==> src/rtl/i2c_reg_pkg.sv <==
// i2c_reg_pkg: shared widths and FSM states for the I2C/host register arbiter
package i2c_reg_pkg;
  localparam int REG_ADDR_W = 8;
  localparam int REG_DATA_W = 8;
  typedef enum logic [2:0] {
    IDLE,
    I2C_RD,
    I2C_RD_WAIT,
    I2C_RD_HOLD,
    I2C_WR,
    HOST_RD,
    HOST_RD_WAIT,
    HOST_WR
  } state_t;
endpackage

==> src/rtl/i2c_reg_arbiter.sv <==
// i2c_reg_arbiter: round-robin sharing of a 256x8 register RAM between an I2C peripheral and a host
module i2c_reg_arbiter
  import i2c_reg_pkg::*;
#(
  parameter int HOLD_TIMEOUT = 15000
) (
  input  logic                  i_sys_clk,
  input  logic                  i_rst,
  input  logic [REG_ADDR_W-1:0] i_i2c_addr,
  input  logic                  i_i2c_read_enable,
  output logic [REG_DATA_W-1:0] o_i2c_read_data,
  output logic                  o_i2c_read_valid,
  input  logic                  i_i2c_read_ack,
  input  logic [REG_DATA_W-1:0] i_i2c_wdata,
  input  logic                  i_i2c_write_valid,
  output logic                  o_i2c_write_ack,
  input  logic                  i_host_req,
  input  logic                  i_host_we,
  input  logic [REG_ADDR_W-1:0] i_host_addr,
  input  logic [REG_DATA_W-1:0] i_host_wdata,
  output logic                  o_host_gnt,
  output logic [REG_DATA_W-1:0] o_host_rdata,
  output logic                  o_host_rvalid,
  output logic                  o_mem_en,
  output logic                  o_mem_we,
  output logic [REG_ADDR_W-1:0] o_mem_addr,
  output logic [REG_DATA_W-1:0] o_mem_wdata,
  input  logic [REG_DATA_W-1:0] i_mem_rdata,
  output logic                  o_timeout_err
);
  localparam int CW = $clog2(HOLD_TIMEOUT + 1);
  state_t state, state_nx;
  logic last_i2c, wr_block;
  logic [CW-1:0] hold_cnt;
  logic i2c_req, pick_i2c, pick_host, hold_to, hold_exit, i2c_st, host_st;
  always_comb begin
    i2c_req   = i_i2c_read_enable | (i_i2c_write_valid & ~wr_block);
    pick_i2c  = i2c_req & (~i_host_req | ~last_i2c);
    pick_host = i_host_req & ~pick_i2c;
    hold_to   = hold_cnt == CW'(HOLD_TIMEOUT - 1);
    hold_exit = i_i2c_read_ack | ~i_i2c_read_enable | hold_to;
    i2c_st    = state == I2C_RD || state == I2C_WR;
    host_st   = state == HOST_RD || state == HOST_WR;
    o_mem_en        = i2c_st | host_st;
    o_mem_we        = state == I2C_WR || state == HOST_WR;
    o_i2c_write_ack = state == I2C_WR;
    o_host_gnt      = host_st;
    o_mem_addr      = i2c_st ? i_i2c_addr : host_st ? i_host_addr : '0;
    o_mem_wdata     = state == I2C_WR ? i_i2c_wdata : state == HOST_WR ? i_host_wdata : '0;
    state_nx = IDLE;
    case (state)
      IDLE:         state_nx = pick_i2c ? (i_i2c_read_enable ? I2C_RD : I2C_WR)
                             : pick_host ? (i_host_we ? HOST_WR : HOST_RD) : IDLE;
      I2C_RD:       state_nx = I2C_RD_WAIT;
      I2C_RD_WAIT:  state_nx = I2C_RD_HOLD;
      I2C_RD_HOLD:  state_nx = hold_exit ? IDLE : I2C_RD_HOLD;
      HOST_RD:      state_nx = HOST_RD_WAIT;
      default:      state_nx = IDLE;
    endcase
  end
  // write_valid is masked for one IDLE cycle after a write so a slow deassert is not seen as a new request
  always_ff @(posedge i_sys_clk or posedge i_rst) begin
    if (i_rst) begin
      state            <= IDLE;
      last_i2c         <= 1'b0;
      wr_block         <= 1'b0;
      hold_cnt         <= '0;
      o_i2c_read_data  <= '0;
      o_i2c_read_valid <= 1'b0;
      o_host_rdata     <= '0;
      o_host_rvalid    <= 1'b0;
      o_timeout_err    <= 1'b0;
    end else begin
      state         <= state_nx;
      wr_block      <= state == I2C_WR;
      o_host_rvalid <= state == HOST_RD_WAIT;
      hold_cnt      <= state != I2C_RD_HOLD ? '0
                     : hold_cnt == CW'(HOLD_TIMEOUT) ? hold_cnt : hold_cnt + CW'(1);
      if (state == IDLE && (pick_i2c || pick_host)) last_i2c <= pick_i2c;
      if (state == HOST_RD_WAIT) o_host_rdata <= i_mem_rdata;
      if (state == I2C_RD_WAIT) begin
        o_i2c_read_data  <= i_mem_rdata;
        o_i2c_read_valid <= 1'b1;
      end else if (state == I2C_RD_HOLD && hold_exit) begin
        o_i2c_read_valid <= 1'b0;
      end
      if (state == I2C_RD_HOLD && hold_to && i_i2c_read_enable && !i_i2c_read_ack) o_timeout_err <= 1'b1;
    end
  end
endmodule

==> config.mk <==
export PLATFORM = sky130hd
export DESIGN_NAME = i2c_reg_arbiter
export DESIGN_NICKNAME = d
export VERILOG_FILES = /design/src/rtl/i2c_reg_pkg.sv /design/src/rtl/i2c_reg_arbiter.sv
export SDC_FILE = /design/constraint.sdc
export NUM_CORES = 1
export LEC_CHECK = 0
export CORE_ASPECT_RATIO = 1.4
export CORE_MARGIN = 4
export CORE_UTILIZATION = 44
export DETAILED_ROUTE_END_ITERATION = 10
export PLACE_DENSITY = 0.77
export SYNTH_ARGS = -nofsm -noshare
export SYNTH_HDL_FRONTEND = slang
export SYNTH_SLANG_ARGS = --single-unit
export TNS_END_PERCENT = 30
==> constraint.sdc <==
create_clock -name i_sys_clk -period 2.1 [get_ports i_sys_clk]
set_input_delay 0.42 -clock i_sys_clk [delete_from_list [all_inputs] [get_ports i_sys_clk]]
set_output_delay 0.42 -clock i_sys_clk [all_outputs]
set_load 0.005 [all_outputs]
# Word-level counts from Yosys, hierarchy flattened
# Cells that the tools add are included.
# totals
regBits	38
latch_bits	0
ramBits	0
mem_bits_ro	0
inputBits	47
output_inout_bits	39
elab_cells	60
mem_count	0
# classes
add_sub_neg	1
multipliers	0
n_div	0
n_lt_le_gt_ge	0
eq_ne	11
shifts	0
mux	14
bitwise_logic	13
reduce_logical	12
# op_table
cell	count
$mux W8	4
$eq A14 B14 Y1 const B	2
$mux W14	2
$pmux W3 S5	1
$add A14 B1 Y14 const B	1
$eq A3 B3 Y1 const B	4
$mux W3	3
$eq A3 B2 Y1 const B	2
$logic_and A1 B1 Y1	5
$not A1 Y1	5
$or A1 B1 Y1	5
$logic_or A1 B1 Y1	4
$mux W2	2
$and A1 B1 Y1	3
$eq A3 B1 Y1 const B	1
$logic_not A3 Y1	1
$ne A3 B2 Y1 const B	1
$mux W1	2
$ne A2 B2 Y1 const B	1
$reduce_bool A2 Y1	1
$logic_not A1 Y1	1

# Longest topological paths before layout
# depth
ltp_word	9
ltp_mapped	6
depth_no_buf	6

# Worst setup path after synthesis
# Ideal clock, no wire load.
# synth_path
path_kind	reg-to-output
start	register state[0]
end	output port o_mem_wdata[0]
t_arrival_ns	1.112
slack_ns	0.568
stages_incl_launch_ff	6
path_buffers	2
path_cell_list	dfrtp_1 > buf_2 > and2_1 > clkbuf_1 > a22oi_1 > nor2b_1
# synth_between
elab_chain_cells	3
word_cells_on_any_way	4
cone_classes	2 x eq/ne; 2 x mux
# synth_rtl
item	line	rtl
start, declared	i2c_reg_arbiter.sv:32	state_t state, state_nx;
start signal, assigned	i2c_reg_arbiter.sv:74	state <= state_nx;
$eq A3 B3 Y1	i2c_reg_arbiter.sv:49	o_mem_wdata = state == I2C_WR ? i_i2c_wdata : state == HOST_WR ? i_host_wdata : '0;
$mux W8	i2c_reg_arbiter.sv:49	
$mux W8 (*)	i2c_reg_arbiter.sv:49	
end, declared	i2c_reg_arbiter.sv:27	output logic [REG_DATA_W-1:0] o_mem_wdata,
# Mark *: on every way between the ends. The rest lies on a longest branch, timed or not.

# Worst setup path after layout
# layout_path
start	register state[1]
end	output port o_mem_we
# layout_between
elab_chain_cells	2
word_cells_on_any_way	3
cone_classes	2 x eq/ne; 1 x reduce/logical
# layout_rtl
item	line	rtl
$eq A3 B3 Y1	i2c_reg_arbiter.sv:45	o_mem_we = state == I2C_WR || state == HOST_WR;
$logic_or A1 B1 Y1 (*)	i2c_reg_arbiter.sv:45	
end, declared	i2c_reg_arbiter.sv:25	output logic o_mem_we,
# Marks and branches as above.

==> run metrics <==
EDFF count, synth=0; die height=90.92 µm; maximum vdd drop=between 0.6 and 0.7 mV; Tightest Pin Transition=between 400 and 500 ps; Min-Delay Endpoint=o_host_rdata[2]; Crit Path Category=reg2out; cts bufs inserted=5; Synth area leaders=dfrtp_1, nand2_1, o21ai_0, mux2_2, nand2b_1; total grt overflow=0; Via Count=around 2000; crit path time final=around 2000 ps; Worst R2R End=o_i2c_read_data[6]; Final GP Congestion=0.7404; Global Route Usage Sum=a little under a fifth; Initial DRC Count=64; CTS tree=done; HP Class=reg2reg; fin crit share=roughly 97%; Leakage=approximately 1.4 nW; Syn-to-layout area delta=48.06%; Synth area leader=dfrtp_1; drt first pass iters=4; HP Start=o_host_rdata[2]; antenna violations before repair=0; Rel. slew slack=around two thirds; Via density=5.133; largest net degree at the start of global routing=39; hpwl dp=between 4000 and 5000 µm; Power Density=1070 nW/µm²; RSZ-0062 raised after global routing=true; final hold vios=0; Post-Syn Area=about 2200 µm²; Yosys top cell area share=between 40% and 50%; Worst Skew=5.203 ps; Mapped Cells=239; Seq/Total Area, Yosys=roughly 44%; Async SR Flop Fraction=100.0%; number of global-route vias before repair=between 2000 and 2500; most common cell in the netlist=nand2_1; MaxCap Viol Count=0; Yosys cell types=36; IO Count=86; FF+latch count, synth=38; synth warn=0; CP peak stage delay=~500 ps; syn avg cell area=~9 µm²; core area=between 4000 and 5000 µm²; number of nets in the layout=between 300 and 400; Req. time, crit path=roughly 1700 ps; Site Rows=29; WL per Instance=14.18 µm; clk_lat worst skew=between 200 and 300 ps; critical-path maximum fanout=10; CTS Root Cell=clkbuf_8; H-tree depth=2; DRT antenna net count=0; Critical R2R Launch=state[2]; CTS sink count=38; # diodes=0; crit path launch type=flop; PortBufs=85; DRC=0; syn_nets=288; Final Cell Area=roughly 3200 µm²; Reg2Reg Depth=4; Min-Delay Path Depth=2; layout cell share with drive strength beyond 1=10.91%; CP cell instances=nor2_2 -> buf_6 -> o21a_1 -> clkdlybuf4s50_1; Cell Area, Placed=3109 µm²; hold_buf cts=0; status=finished, final reports clean; hold slack=about 480 ps; max-slew violations=0; Reg clk slew, reported paths=~70 ps; Post-synth top cells=nand2_1, dfrtp_1, o21ai_0, nand2b_1; Die ar.=between 6000 and 7000 µm²; global-route wire length before repair=just over 9000 µm; r2r setup slk=450 ps; DIE WIDTH=about 67 µm; fmax=between 400 and 500 MHz; Final Setup Violations=0; leading register cell type out of synthesis=dfrtp_1; critical path capture point type=output port; CTS max path bufs=2; CP Data Arrival Time=1620 ps; starting density of the core=approximately 47%; CP max-delay cell=clkdlybuf4s50_1; WL final=5557 µm
-- metrics by stage --
| stage | power [mW] | TNS [ps] | utilization, % | std cells | setup WS [ps] |
|---|---|---|---|---|---|
| detailed placement | 2.969 | -587.1 | 66.95 | 384 | -107.0 |
| CTS | 3.434 | 0 | 68.62 | 392 | 22.74 |
| global placement | 2.923 | -350.2 | 66.95 | 384 | -61.54 |
| global route | 3.698 | -44.47 | 68.88 | 392 | -23.54 |
| floorplan | 2.017 | 0 | - | 239 | 567.7 |
| finish | 3.424 | 0 | 68.88 | 392 | 64.64 |
-- repair_timing --
action                     4_1_cts  5_1_grt
setup endpoints to repair       18        3
resized for setup               19        6
gates cloned                     0        0
setup buffers                    0        0
hold endpoints to repair         0        0
-- cells in the final DEF (no fill, tap or decap), types with 6 or more instances in the layout --
cell	count
a21oi_1	11
a22oi_1	8
buf_4	6
clkbuf_8	6
clkdlybuf4s50_1	68
dfrtp_1	37
dlygate4sd2_1	17
inv_1	8
mux2_2	8
nand2_1	48
nand2b_1	13
nor2_1	10
nor2b_1	9
o21ai_0	23
xnor2_1	6
-- final cells by class --
class	instances	area (µm²)
inverters	9	33.78
clock buffers	6	82.58
flip-flops and latches	38	952.2
repair buffers	93	897.1
clock inverters	2	12.51
well taps	62	77.57
multi-input cells	182	1144
fillers	402	1445
-- state kept, by name, summed over array words and instances (netlist names), 3 cells and up --
name / cells
o_host_rdata: 8
hold_cnt: 14
state: 3
o_i2c_read_data: 8
-- worst max-delay path, delay by kind of cell, from the launching register on --
family	cells	cell delay, ps
buffers and inverters	2	650
flip-flops	1	420
AND/OR/NAND/NOR	1	150
AO/OA/AOI/OAI	1	110
-- worst max-delay path by stage --
stage | start | to | depth (start not counted)
after floorplan | state[0] | o_mem_wdata[0] | 5
after global placement | i_i2c_addr[6] | o_mem_addr[6] | 6
after detailed placement | i_i2c_addr[1] | o_mem_addr[1] | 6
after CTS | state[0] | o_mem_we | 4
after global routing | state[1] | o_mem_we | 4
final | state[1] | o_mem_we | 4
-- report_power, final --
part	switching, mW	internal (mW)
Combinational	0.807	0.996
Sequential	0.141	0.966
Clock	0.251	0.264
-- cells by family after synthesis --
family,synth area share [%]
XOR/XNOR,3.243
flip-flops,44.01
adder cells (fa/ha/maj),1.158
multiplexers,4.632
AND/OR/NAND/NOR,30.75
AO/OA/AOI/OAI,12.80
buffers and inverters,3.416
-- routing by layer --
| metal | global-route usage [%] | routed length (µm) | vias up |
|---|---|---|---|
| li1 | - | - | 993 |
| met1 | 20.53 | 2121 | 963 |
| met2 | 33.96 | 2931 | 52 |
| met3 | 5.729 | 462 | 4 |
| met4 | 4.569 | 41 | 0 |
| met5 | 0 | 0 | - |
Power figures use the tool's default switching activity.
